==> config.mk <==
export PLATFORM = sky130hd
export DESIGN_NAME = spi_cfg_master
export DESIGN_NICKNAME = d
export VERILOG_FILES = /design/src/rtl/spi_cfg_master.sv
export SDC_FILE = /design/constraint.sdc
export NUM_CORES = 1
export LEC_CHECK = 0
export BUFFER_PORTS_ARGS = -buffer_cell sky130_fd_sc_hd__buf_2
export CORE_MARGIN = 3
export CORE_UTILIZATION = 61
export DETAILED_ROUTE_END_ITERATION = 8
export PLACE_DENSITY = 0.84
export RECOVER_POWER = 25
export SLEW_MARGIN = 5
export SYNTH_ARGS = -nofsm -noshare
export SYNTH_HDL_FRONTEND = slang
export SYNTH_SLANG_ARGS = --single-unit
==> constraint.sdc <==
create_clock -name clk -period 3 [get_ports clk]
set_input_delay 0.3 -clock clk [delete_from_list [all_inputs] [get_ports clk]]
set_output_delay 0.3 -clock clk [all_outputs]
set_load 0.02 [all_outputs]
==> src/rtl/spi_cfg_master.sv <==
// rtl/spi_cfg_master.sv - SPI mode-0 register master sending HDR, ADDR and DATA frames
// Define NPU_SPI_CFG_READBACK_EN to verify each write with an automatic read of the same address.
`ifndef NPU_REG_WIDTH
`define NPU_REG_WIDTH 16
`endif
`ifndef NPU_REG_ADDR_WIDTH
`define NPU_REG_ADDR_WIDTH 8
`endif
`ifndef NPU_SPI_START_HEADER
`define NPU_SPI_START_HEADER 16'hA5C3
`endif

module spi_cfg_master #(
  parameter int CLK_DIV  = 2,
  parameter int IDLE_CYC = 4
) (
  input  logic                           clk,
  input  logic                           reset_b,
  input  logic                           req_valid,
  output logic                           req_ready,
  input  logic                           req_write,
  input  logic [`NPU_REG_ADDR_WIDTH-1:0] req_addr,
  input  logic [`NPU_REG_WIDTH-1:0]      req_wdata,
  output logic                           rsp_valid,
  output logic [`NPU_REG_WIDTH-1:0]      rsp_rdata,
  output logic                           rsp_err,
  output logic                           spi_ss,
  output logic                           spi_sclk,
  output logic                           spi_mosi,
  input  logic                           spi_miso
);
  localparam int RW      = `NPU_REG_WIDTH;
  localparam int AW      = `NPU_REG_ADDR_WIDTH;
  localparam int CNT_MAX = (2 * CLK_DIV > IDLE_CYC) ? 2 * CLK_DIV : IDLE_CYC;
  localparam int CW      = $clog2(CNT_MAX + 1);
  localparam logic [CW-1:0] C_HALF_LAST = CW'(CLK_DIV - 1);
  localparam logic [CW-1:0] C_RISE      = CW'(CLK_DIV);
  localparam logic [CW-1:0] C_BIT_LAST  = CW'(2 * CLK_DIV - 1);
  localparam logic [CW-1:0] C_GAP_LAST  = CW'(IDLE_CYC - 1);
  localparam logic [RW-1:0] C_HDR       = `NPU_SPI_START_HEADER;

  typedef enum logic [2:0] {IDLE, LEAD, HDR, ADDR, DATA, TRAIL, GAP} state_t;

  state_t          r_state;
  state_t          w_state_nxt;
  logic [CW-1:0]   r_div;
  logic [3:0]      r_bit;
  logic [RW-1:0]   r_tx;
  logic [RW-1:0]   r_rx;
  logic [AW-1:0]   r_addr;
  logic [RW-1:0]   r_wdata;
  logic            r_write;
  logic            r_rsp_valid;
  logic [RW-1:0]   r_rsp_rdata;

  logic            w_accept;
  logic            w_in_frame;
  logic            w_half_done;
  logic            w_bit_done;
  logic            w_frame_done;
  logic            w_gap_done;
  logic            w_trail_done;
  logic            w_need_rb;
  logic            w_gap_to_lead;
  logic [7:0]      w_addr8;

  assign w_accept     = (r_state == IDLE) && req_valid;
  assign w_in_frame   = (r_state == HDR) || (r_state == ADDR) || (r_state == DATA);
  assign w_half_done  = (r_div == C_HALF_LAST);
  assign w_bit_done   = (r_div == C_BIT_LAST);
  assign w_frame_done = w_in_frame && w_bit_done && (r_bit == 4'd15);
  assign w_gap_done   = (r_div == C_GAP_LAST);
  assign w_trail_done = (r_state == TRAIL) && w_half_done;
  assign w_addr8      = 8'(r_addr);

  assign req_ready = (r_state == IDLE);
  assign spi_ss    = !((r_state == LEAD) || w_in_frame || (r_state == TRAIL));
  assign spi_sclk  = w_in_frame && (r_div >= C_RISE);
  assign spi_mosi  = w_in_frame && r_tx[RW-1];
  assign rsp_valid = r_rsp_valid;
  assign rsp_rdata = r_rsp_rdata;

  always_ff @(posedge clk or negedge reset_b) begin
    if (!reset_b) begin
      r_state <= IDLE;
    end else begin
      r_state <= w_state_nxt;
    end
  end

  always_comb begin
    w_state_nxt = r_state;
    case (r_state)
      IDLE:    if (req_valid)    w_state_nxt = LEAD;
      LEAD:    if (w_half_done)  w_state_nxt = HDR;
      HDR:     if (w_frame_done) w_state_nxt = ADDR;
      ADDR:    if (w_frame_done) w_state_nxt = DATA;
      DATA:    if (w_frame_done) w_state_nxt = TRAIL;
      TRAIL:   if (w_half_done)  w_state_nxt = GAP;
      GAP:     if (w_gap_done)   w_state_nxt = w_gap_to_lead ? LEAD : IDLE;
      default: w_state_nxt = IDLE;
    endcase
  end

  // One divider serves LEAD/TRAIL half-periods, whole bit periods and the GAP count.
  always_ff @(posedge clk or negedge reset_b) begin
    if (!reset_b) begin
      r_div       <= '0;
      r_bit       <= '0;
      r_tx        <= '0;
      r_rx        <= '0;
      r_addr      <= '0;
      r_wdata     <= '0;
      r_write     <= 1'b0;
      r_rsp_valid <= 1'b0;
      r_rsp_rdata <= '0;
    end else begin
      r_rsp_valid <= 1'b0;

      if ((r_state == IDLE) || (w_state_nxt != r_state) || (w_in_frame && w_bit_done)) begin
        r_div <= '0;
      end else begin
        r_div <= r_div + 1'b1;
      end

      if (w_in_frame && w_bit_done) begin
        r_bit <= r_bit + 1'b1;
      end

      if (w_accept) begin
        r_addr  <= req_addr;
        r_wdata <= req_wdata;
        r_write <= req_write;
      end

      if (r_state == LEAD) begin
        r_tx <= C_HDR;
      end else if (w_in_frame && w_bit_done) begin
        if (r_bit == 4'd15) begin
          case (r_state)
            HDR:     r_tx <= RW'({(r_write ? 8'h80 : 8'h00), w_addr8});
            ADDR:    r_tx <= r_write ? r_wdata : '0;
            default: r_tx <= '0;
          endcase
        end else begin
          r_tx <= {r_tx[RW-2:0], 1'b0};
        end
      end

      // The first sclk-high cycle is the slave's data-valid point.
      if ((r_state == DATA) && (r_div == C_RISE)) begin
        r_rx <= {r_rx[RW-2:0], spi_miso};
      end

      if (w_trail_done) begin
        if (w_need_rb) begin
          r_write <= 1'b0;
        end else begin
          r_rsp_valid <= 1'b1;
          r_rsp_rdata <= r_write ? '0 : r_rx;
        end
      end
    end
  end

`ifdef NPU_SPI_CFG_READBACK_EN
  logic r_go;
  logic r_chk;
  logic r_rsp_err;

  assign w_need_rb     = r_write;
  assign w_gap_to_lead = r_go;
  assign rsp_err       = r_rsp_err;

  always_ff @(posedge clk or negedge reset_b) begin
    if (!reset_b) begin
      r_go      <= 1'b0;
      r_chk     <= 1'b0;
      r_rsp_err <= 1'b0;
    end else if (w_accept) begin
      r_go  <= 1'b0;
      r_chk <= 1'b0;
    end else if (w_trail_done) begin
      if (r_write) begin
        r_go  <= 1'b1;
        r_chk <= 1'b1;
      end else begin
        r_go      <= 1'b0;
        r_rsp_err <= r_chk && (r_rx != r_wdata);
      end
    end
  end
`else
  assign w_need_rb     = 1'b0;
  assign w_gap_to_lead = 1'b0;
  assign rsp_err       = 1'b0;
`endif

endmodule

* Word level (Yosys, flattened, before mapping)
Cells that the tools add are included.
Storage, ports and cells: logic and storage cells 57, register bits 84, output and inout bits 22, bits of input ports 29
Cells by class: reductions and logical operators 16, order comparisons 1, multiplexer cells 17, add/sub/neg operators 2, eq/ne operators 11
Operators with widths (count):
- $mux 16 | 5
- $pmux 16 s2 | 1
- $mux 3 | 8
- $pmux 3 s7 | 1
- $eq 3x2->1 const B | 4
- $eq 3x3->1 const B | 3
- $mux 8 | 1
- $logic_and 1x1->1 | 7
- $eq 3x1->1 const B | 2
- $logic_or 1x1->1 | 6
- $add 4x1->4 const B | 1
- $eq 4x4->1 const B | 1
- $add 3x1->3 const B | 1
- $ge 3x2->1 const B | 1
- $logic_not 3->1 | 1
- $ne 3x3->1 | 1
- $reduce_bool 2->1 | 1
- $logic_not 1->1 | 1
- $mux 1 | 1

* Longest topological paths before layout
Gate-level depths: netlist (run 1).
word-level depth 11, gate-level depth with buffers 7, mapped depth without buffers 6

* Least setup slack after synthesis (run 1)
OpenSTA, ideal clock, no wires.
kind register -> register, start register r_state[0], end register r_addr[0], clock period less this slack 2.032 ns, buffers on the path 3, setup time 0.125 ns, arrival time 1.907 ns, slack 0.968 ns, required time 2.875 ns, cell stages (with the launch flop) 7, cell sequence dfrtp_1 -> buf_4 -> nor3_1 -> and2_1 -> buf_4 -> buf_6 -> mux2_2
Between the ends: longest elaborated chain between the ends 2
Ends and longest elaborated chain:
- start, declared | RTL line 44 | state_t r_state;
- start signal, assigned | RTL line 87 | r_state <= w_state_nxt;
- $logic_not 3->1
- via req_ready | RTL line 20 | output logic req_ready,
- $logic_and 1x1->1 | RTL line 67 | assign w_accept = (r_state == IDLE) && req_valid;
- end signal, assigned | RTL line 131 | r_addr <= req_addr;
- end, declared | RTL line 50 | logic [AW-1:0] r_addr;
The timed path passes the listed nets, and every way through them passes these cells. A chain may end at the register's enable or synchronous reset.

* Final worst setup path (run 1)
start register r_state[2], end register r_tx[2]
Between the ends: longest elaborated chain between the ends 5
Ends and longest elaborated chain:
- $eq 3x2->1 | RTL line 68, 140
- $pmux 16 s2 / $logic_or 1x1->1 (equally long branches) | RTL line 140, 68
- $mux 16 / $logic_or 1x1->1 (equally long branches) | RTL line 139, 68
- $mux 16 / $logic_and 1x1->1 (equally long branches) | RTL line 138 | end else if (w_in_frame && w_bit_done) begin
- $mux 16 / $reduce_bool 2->1 (equally long branches)
- end signal, assigned | RTL line 141 | HDR: r_tx <= RW'({(r_write ? 8'h80 : 8'h00), w_addr8});
- end signal, assigned | RTL line 142 | ADDR: r_tx <= r_write ? r_wdata : '0;
- end signal, assigned | RTL line 146 | r_tx <= {r_tx[RW-2:0], 1'b0};
- end, declared | RTL line 48 | logic [RW-1:0] r_tx;
Several ways; a longest one is shown, not always the timed one. The select of a mux whose other input is x is not followed.

==> summary.txt, run 1 <==
Timing
  • Fin crit share: 80.0%
  • Max Freq: 417 MHz
  • RSZ-0062 raised after global routing: no
  • Relative slew slack: -32.2%
  • Setup TNS: 0 ns
  • Hold Vio Cnt, Final: 0
  • Clock skew: 0.00919 ns
  • Min Tclk post-route: 2.40 ns
  • Final setup viols: 0
  • Slew Limit Fails: 85
  • Worst Max-Slew Pin Slew: 1.98 ns

Synthesis
  • Mapped Area: 3720 um^2
  • Synth area leaders: dfrtp_1, mux2_2, o21ai_0, nand2b_1, mux2_1
  • Syn_area_per_cell: 11.7 um^2
  • Syn nets: 353
  • Post-synth ARST share: 100%
  • Number of synthesized flops with an enable pin: 0
  • Unique masters post-synth: 40
  • Seq/Total Area, Yosys: a little under three fifths
  • #FFs+latches synth: 84
  • Post-synth top area share: 56.5%
  • Synth area leader: dfrtp_1
  • Synth Flop Type: dfrtp_1
  • Yosys warns: 0
  • Post-Syn Instances: 319

Route
  • Met2 Wirelength: 3.09 mm
  • Routed wire per std cell: 15.5 um
  • Initial DRC Count: 149
  • # DRC: 0
  • Post-route ant nets: 0
  • Top routing layer in use: met4
  • First-pass detailed-route iteration total: 4
  • Vias per inst: 5.80
  • Total number of vias: 2,513
  • M1 wire length: 3.28 mm
  • Final wirelength: 6.71 mm
  • Met3 WL post-DR: 256 um

CTS
  • Clk Latency, worst-skew pair: 0.34 ns
  • Total CTS buffers: 9
  • Setup bufs post-CTS: 0
  • CTS tree: built
  • Hold_buf cts: 0
  • Clk sinks: 84
  • Clk buf depth: 2
  • Worst-path clk slew: 0.08 ns
  • H-tree levels: 3
  • Cts repair resizes: 0
  • Root buf cell: clkbuf_8

Cells and area
  • Area growth from synthesis to layout: 11.0%
  • Ratio of cells with drive above 1 in the final layout: approximately 28%
  • Fill count: 413
  • Nets@finish: around 390
  • Most frequent cells in the layout: dfrtp_1, buf_2, mux2_2
  • Most common cell after layout, fill and taps aside: dfrtp_1
  • Antenna diodes: 0

Worst hold path
  • Worst hold path class: primary input to register

Floorplanning
  • Num ports: 51
  • Initial Util: about 65%
  • DIE AREA: 7070 um^2
  • Core area: ~5700 um^2
  • Chip height: 84.1 um
  • Die X-Extent: 84.1 um
  • Row cnt: 27

Worst setup path
  • Kind of cell adding the most delay to the critical path: compound AO/OA/AOI/OAI gates
  • Worst Path Required: 3.25 ns
  • Crit Path Max Fanout: 27
  • Critical path arrival: 2.65 ns
  • Critical path's slowest cell: o21ai_2
  • Crit path kind: register to register
  • Type of origin of the critical path: register
  • WP buf/inv: 0
  • CP peak stage delay: 0.85 ns
  • Sequence of cells on the critical path: nor2b_1 -> o21ai_2 -> and2_0 -> o2bb2ai_1
  • Crit path capture type: register

Power and ir drop
  • Final total power: 0.00195 W
  • Total power divided by cell area: 473 nW/um^2
  • Leak: 2.07 nW
  • Peak VDD IR: between 0.3 and 0.4 mV

Global routing
  • GR Util All Layers: 20.7%
  • Vias in the first global route: 2,547
  • Global route overflow: 0
  • Global-route wire length before repair: 11.8 mm
  • Initial antenna violation count: 0
  • Largest net degree at the start of global routing: 85

Place
  • Buffers on Ports: 49
  • Final Wtd Congestion: ~0.82
  • Dpl hpwl: 4.59 mm

Outcome
  • Status: complete, but fails checks
  • Failing checks: capacitance limit, slew limit

Flow run
  • Max_cap viols: 1
-- layout make-up --
class | count | area (um^2) | area share (%)
flip-flops and latches | 84 | 2100 | 50.9
multi-input cells | 203 | 1460 | 35.2
repair buffers | 51 | 260 | 6.30
clock buffers | 12 | 155 | 3.76
well taps | 72 | 90.1 | 2.18
clock inverters | 2 | 35.0 | 0.848
inverters | 9 | 33.8 | 0.818
-- synthesized netlist by cell type (all sizes together) (2+ instances only) --
library cell and n:
o21ai 27, nand2b 20, nand2 26, o22ai 3
buf 13, nor2b 4, and3 2, a21oi 17
dfrtp 84, mux2 42, a21o 2, nand3 6
inv 9, xor2 2, o2bb2ai 4, and2 3
a221o 7, a221oi 7, ha 5, nor2 11
nor3b 2, clkbuf 10, nor3 3
-- final timing paths --
kind / from / to / slack [ns] / cells past startpoint
max: r_state[2] / r_tx[2] / 0.60 / 4
min: req_wdata[11] / r_wdata[11] / 0.19 / 2
min in group asynchronous: reset_b / r_addr[7] / 0.52 / 1
min reg2reg: rsp_rdata[6] / rsp_rdata[6] / 0.48 / 2
max in group asynchronous: reset_b / r_state[2] / 1.33 / 1
max reg2reg: r_state[2] / r_tx[2] / 0.60 / 4
-- where the power goes --
part	internal, W	total (W)	switching (W)
combinational	0.0000134	0.0000397	0.0000263
sequential	0.00113	0.00113	0.000000488
clock	0.000420	0.000782	0.000361
-- metal layers --
layer  up-vias  track usage [%]
li1       1193                -
met1      1258             30.7
met2        53             29.6
met3         9             5.33
met4         0             7.89
met5         -                0
-- sequential cells by signal, indices dropped and copies added (netlist names) --
name	cells
r_addr	8
r_div	3
r_state	3
r_rx	16
r_wdata	16
r_write	1
r_tx	16
rsp_valid	1
rsp_rdata	16
r_bit	4
-- per-stage QoR --
stage               utilization (%)  setup WS, ns  hold slack, ns  cells  instance area, um^2
global placement               69.1         0.786           0.456    419                 3940
detailed placement             69.1         0.608           0.466    419                 3940
global route                   72.4         0.346           0.171    433                 4130
finish                         72.4         0.601           0.186    433                 4130
floorplan                         -         0.968         0.00441    319                 3720
CTS                            72.4         0.626           0.167    433                 4130
-- logic make-up (layout without fill, tap and decap cells) --
group / after synthesis / after routing / synth area share [%]
DFF: 84 / 84 / 56.5
and+or+nand+nor: 79 / 79 / 11.1
AOI/OAI and AO/OA: 73 / 73 / 12.8
muxes: 42 / 42 / 12.7
buffers and inverters: 32 / 74 / 4.40
adders and majority gates: 5 / 5 / 1.68
xor gates and xnor gates: 3 / 3 / 0.706
other: 1 / 1 / 0.101
No activity file was read; power rests on OpenSTA's default activity.
==> run 2: changes to the inputs <==
--- a/config.mk
+++ b/config.mk
@@ -7,9 +7,9 @@
 export LEC_CHECK = 0
 export BUFFER_PORTS_ARGS = -buffer_cell sky130_fd_sc_hd__buf_2
 export CORE_MARGIN = 3
-export CORE_UTILIZATION = 61
+export CORE_UTILIZATION = 51
 export DETAILED_ROUTE_END_ITERATION = 8
-export PLACE_DENSITY = 0.84
+export PLACE_DENSITY = 0.75
 export RECOVER_POWER = 25
 export SLEW_MARGIN = 5
 export SYNTH_ARGS = -nofsm -noshare
==> constraint.sdc (replaced) <==
create_clock -name clk -period 2.2 [get_ports clk]
set_input_delay 0.22 -clock clk [delete_from_list [all_inputs] [get_ports clk]]
set_output_delay 0.22 -clock clk [all_outputs]
set_load 0.02 [all_outputs]
==> run 2 against run 1 <==
  * The run now ends clean
  * Worst setup slack worse by 0.38 ns
  * Via count is 1.5% higher
  * Clock power is 46% higher
  * Final cell count is 8.3% higher
  * Die area is 18% higher
  * Critical endpoint is now spi_mosi
  * First-iteration DRC count is 18% higher
  * Critical path depth is 1 higher
  * Worst hold slack worse by 0.096 ns
  * Flip-flop and latch count stayed put
==> summary.txt, run 2 (synthesis results as in run 1) <==
Timing
  • Fin crit share: 89.7%
  • Clock skew: 0.0191 ns (+0.00987 ns)
  • Min Tclk post-route: slightly below 2 ns
  • Slew Limit Fails: 0 (-100%)
  • RSZ-0062 raised after global routing: no
  • Setup TNS: 0 ns (unchanged)
  • Worst Max-Slew Pin Slew: 0.761 ns (-1.22 ns)
  • Final setup viols: 0 (unchanged)
  • Max Freq: 507 MHz
  • Hold Vio Cnt, Final: 0 (unchanged)
  • Relative slew slack: 49.2% (+81 points)

Worst hold path
  • Worst hold path class: primary input to register
  • Hold depth: 2 (unchanged)

Route
  • Total number of vias: 2,551 (+1.5%)
  • M1 wire length: 3.22 mm (-1.9%)
  • Vias per inst: 5.44 (-6.3%)
  • Post-route ant nets: 0 (unchanged)
  • Met3 WL post-DR: 220 um (-14%)
  • # DRC: 0 (unchanged)
  • Met2 Wirelength: 3.42 mm (+11%)
  • First-pass detailed-route iteration total: 4 (unchanged)
  • Routed wire per std cell: 14.9 um (-3.7%)
  • Initial DRC Count: 176 (+18%)
  • Top routing layer in use: met4
  • Final wirelength: 7.01 mm (+4.3%)

Floorplanning
  • Row cnt: 30 (+11%)
  • Initial Util: 53.6% (-12 points)
  • Num ports: 51 (unchanged)
  • Core area: 6940 um^2 (+22%)
  • Chip height: 91.4 um (+8.7%)
  • DIE AREA: 8360 um^2 (+18%)
  • Die X-Extent: 91.4 um (+8.7%)

CTS
  • Worst-path clk slew: 0.10 ns (+0.02 ns)
  • Total CTS buffers: 9 (unchanged)
  • Clk sinks: 84 (unchanged)
  • Root buf cell: clkbuf_8
  • H-tree levels: 3 (unchanged)
  • Clk Latency, worst-skew pair: 0.36 ns (+0.02 ns)
  • Cts repair resizes: 0 (unchanged)
  • Clk buf depth: 2 (unchanged)
  • CTS tree: built

Worst setup path
  • Critical path arrival: 1.75 ns (-0.90 ns)
  • Worst Path Required: 1.98 ns (-1.27 ns)
  • Type of origin of the critical path: register
  • Crit Path Max Fanout: 16 (-41%)
  • Crit path kind: register to output pin
  • Crit path capture type: output pin
  • R2R cell count: 3 (-1)

Cells and area
  • Nets@finish: 402 (+2.6%)
  • Area growth from synthesis to layout: 14.3%
  • Most common cell after layout, fill and taps aside: dfrtp_1
  • Design area: 4250 um^2 (+3.0%)
  • Antenna diodes: 0 (unchanged)
  • Most frequent cells in the layout: dfrtp_1, buf_2, mux2_2
  • Final Instance Count excl. Fillers: 469 (+8.3%)
  • Ratio of cells with drive above 1 in the final layout: 30.0% (+2.3 points)

Global routing
  • Largest net degree at the start of global routing: 53 (-38%)
  • Global-route wire length before repair: 12.0 mm (+2.0%)
  • GR Util All Layers: 18.0% (-2.7 points)
  • Vias in the first global route: 2,550 (+0.12%)
  • Global route overflow: 0 (unchanged)
  • Initial antenna violation count: 0 (unchanged)

Outcome
  • Status: finished, final reports clean

Power and ir drop
  • Leak: 2.11 nW (+2.2%)
  • Peak VDD IR: 0.448 mV (+41%)
  • Total power divided by cell area: 644 nW/um^2 (+36%)

Place
  • Dpl cells: 452 (+7.9%)
  • Placed cell area: 4050 um^2 (+2.8%)
  • Final Wtd Congestion: 0.790 (-4.2%)
  • Dpl hpwl: 4.80 mm (+4.6%)
  • Buffers on Ports: 49 (unchanged)

Flow run
  • Max_cap viols: 0 (-1)
run 2: cell count changes in the layout (fill, tap and decap cells not counted), sizes merged:
cell	delta
buf	+8
inv	+3
clkinv	-1
dlygate4sd3	+1
clkinvlp	+3
clkbuf	-2
run 2: final cells by class:
class | count | area (um^2)
Clock buffer | 9 | 124
Clock inverter | 7 | 81.3
Fill cell | 582 | 2690
Inverter | 9 | 33.8
Multi-Input combinational cell | 203 | 1460
Sequential cell | 84 | 2100
Tap cell | 96 | 120
Timing Repair Buffer | 61 | 338
run 2: where the power goes:
| part | internal, W | switching [W] | total, W |
|---|---|---|---|
| Sequential | 0.00154 | 0.000000728 | 0.00154 |
| Clock | 0.000540 | 0.000597 | 0.00114 |
| Combinational | 0.0000205 | 0.0000368 | 0.0000574 |
| Total | 0.00210 | 0.000635 | 0.00274 |
run 2: timing repair:
action | 4_1_cts | 5_1_grt
endpoints found under the hold margin | 32 | 0
endpoints found under the setup margin | 0 | 0
hold buffers | 1 | 0
setup buffers | 0 | 0
run 2: metal layers:
layer | up-vias | track usage (%)
met5 | - | 0
met4 | 0 | 7.79
met3 | 12 | 4.14
met2 | 50 | 28.5
met1 | 1266 | 23.8
li1 | 1223 | -
run 2: worst paths after layout:
path | start | slack [ns] | to
setup / recovery | r_state[1] | 0.23 | spi_mosi
hold / removal | req_wdata[2] | 0.09 | r_wdata[2]
setup reg to reg | r_state[2] | 0.32 | r_rx[8]
hold reg to reg | rsp_rdata[1] | 0.48 | rsp_rdata[1]
max in group asynchronous | reset_b | 0.48 | r_write
min in group asynchronous | reset_b | 0.47 | r_addr[7]
run 2: critical path, cell delays in order, from the launching register on:
cell and delay, ns:
dfrtp_1 0.62, nor2b_1 0.26, buf_4 0.18, nor2_1 0.06, nor2b_1 0.12, buf_2 0.17
run 2: metrics by stage:
| stage | power [W] | hold WS (ns) | setup WS (ns) | util, % |
|---|---|---|---|---|
| after global placement | 0.00164 | 0.184 | 0.386 | 58.4 |
| after global routing | 0.00284 | 0.0705 | 0.0854 | 61.3 |
| after detailed placement | 0.00164 | 0.186 | 0.347 | 58.4 |
| final | 0.00274 | 0.0897 | 0.226 | 61.3 |
| after CTS | 0.00277 | 0.0857 | 0.222 | 61.5 |
| after floorplan | 0.00158 | -0.0756 | 0.168 | - |
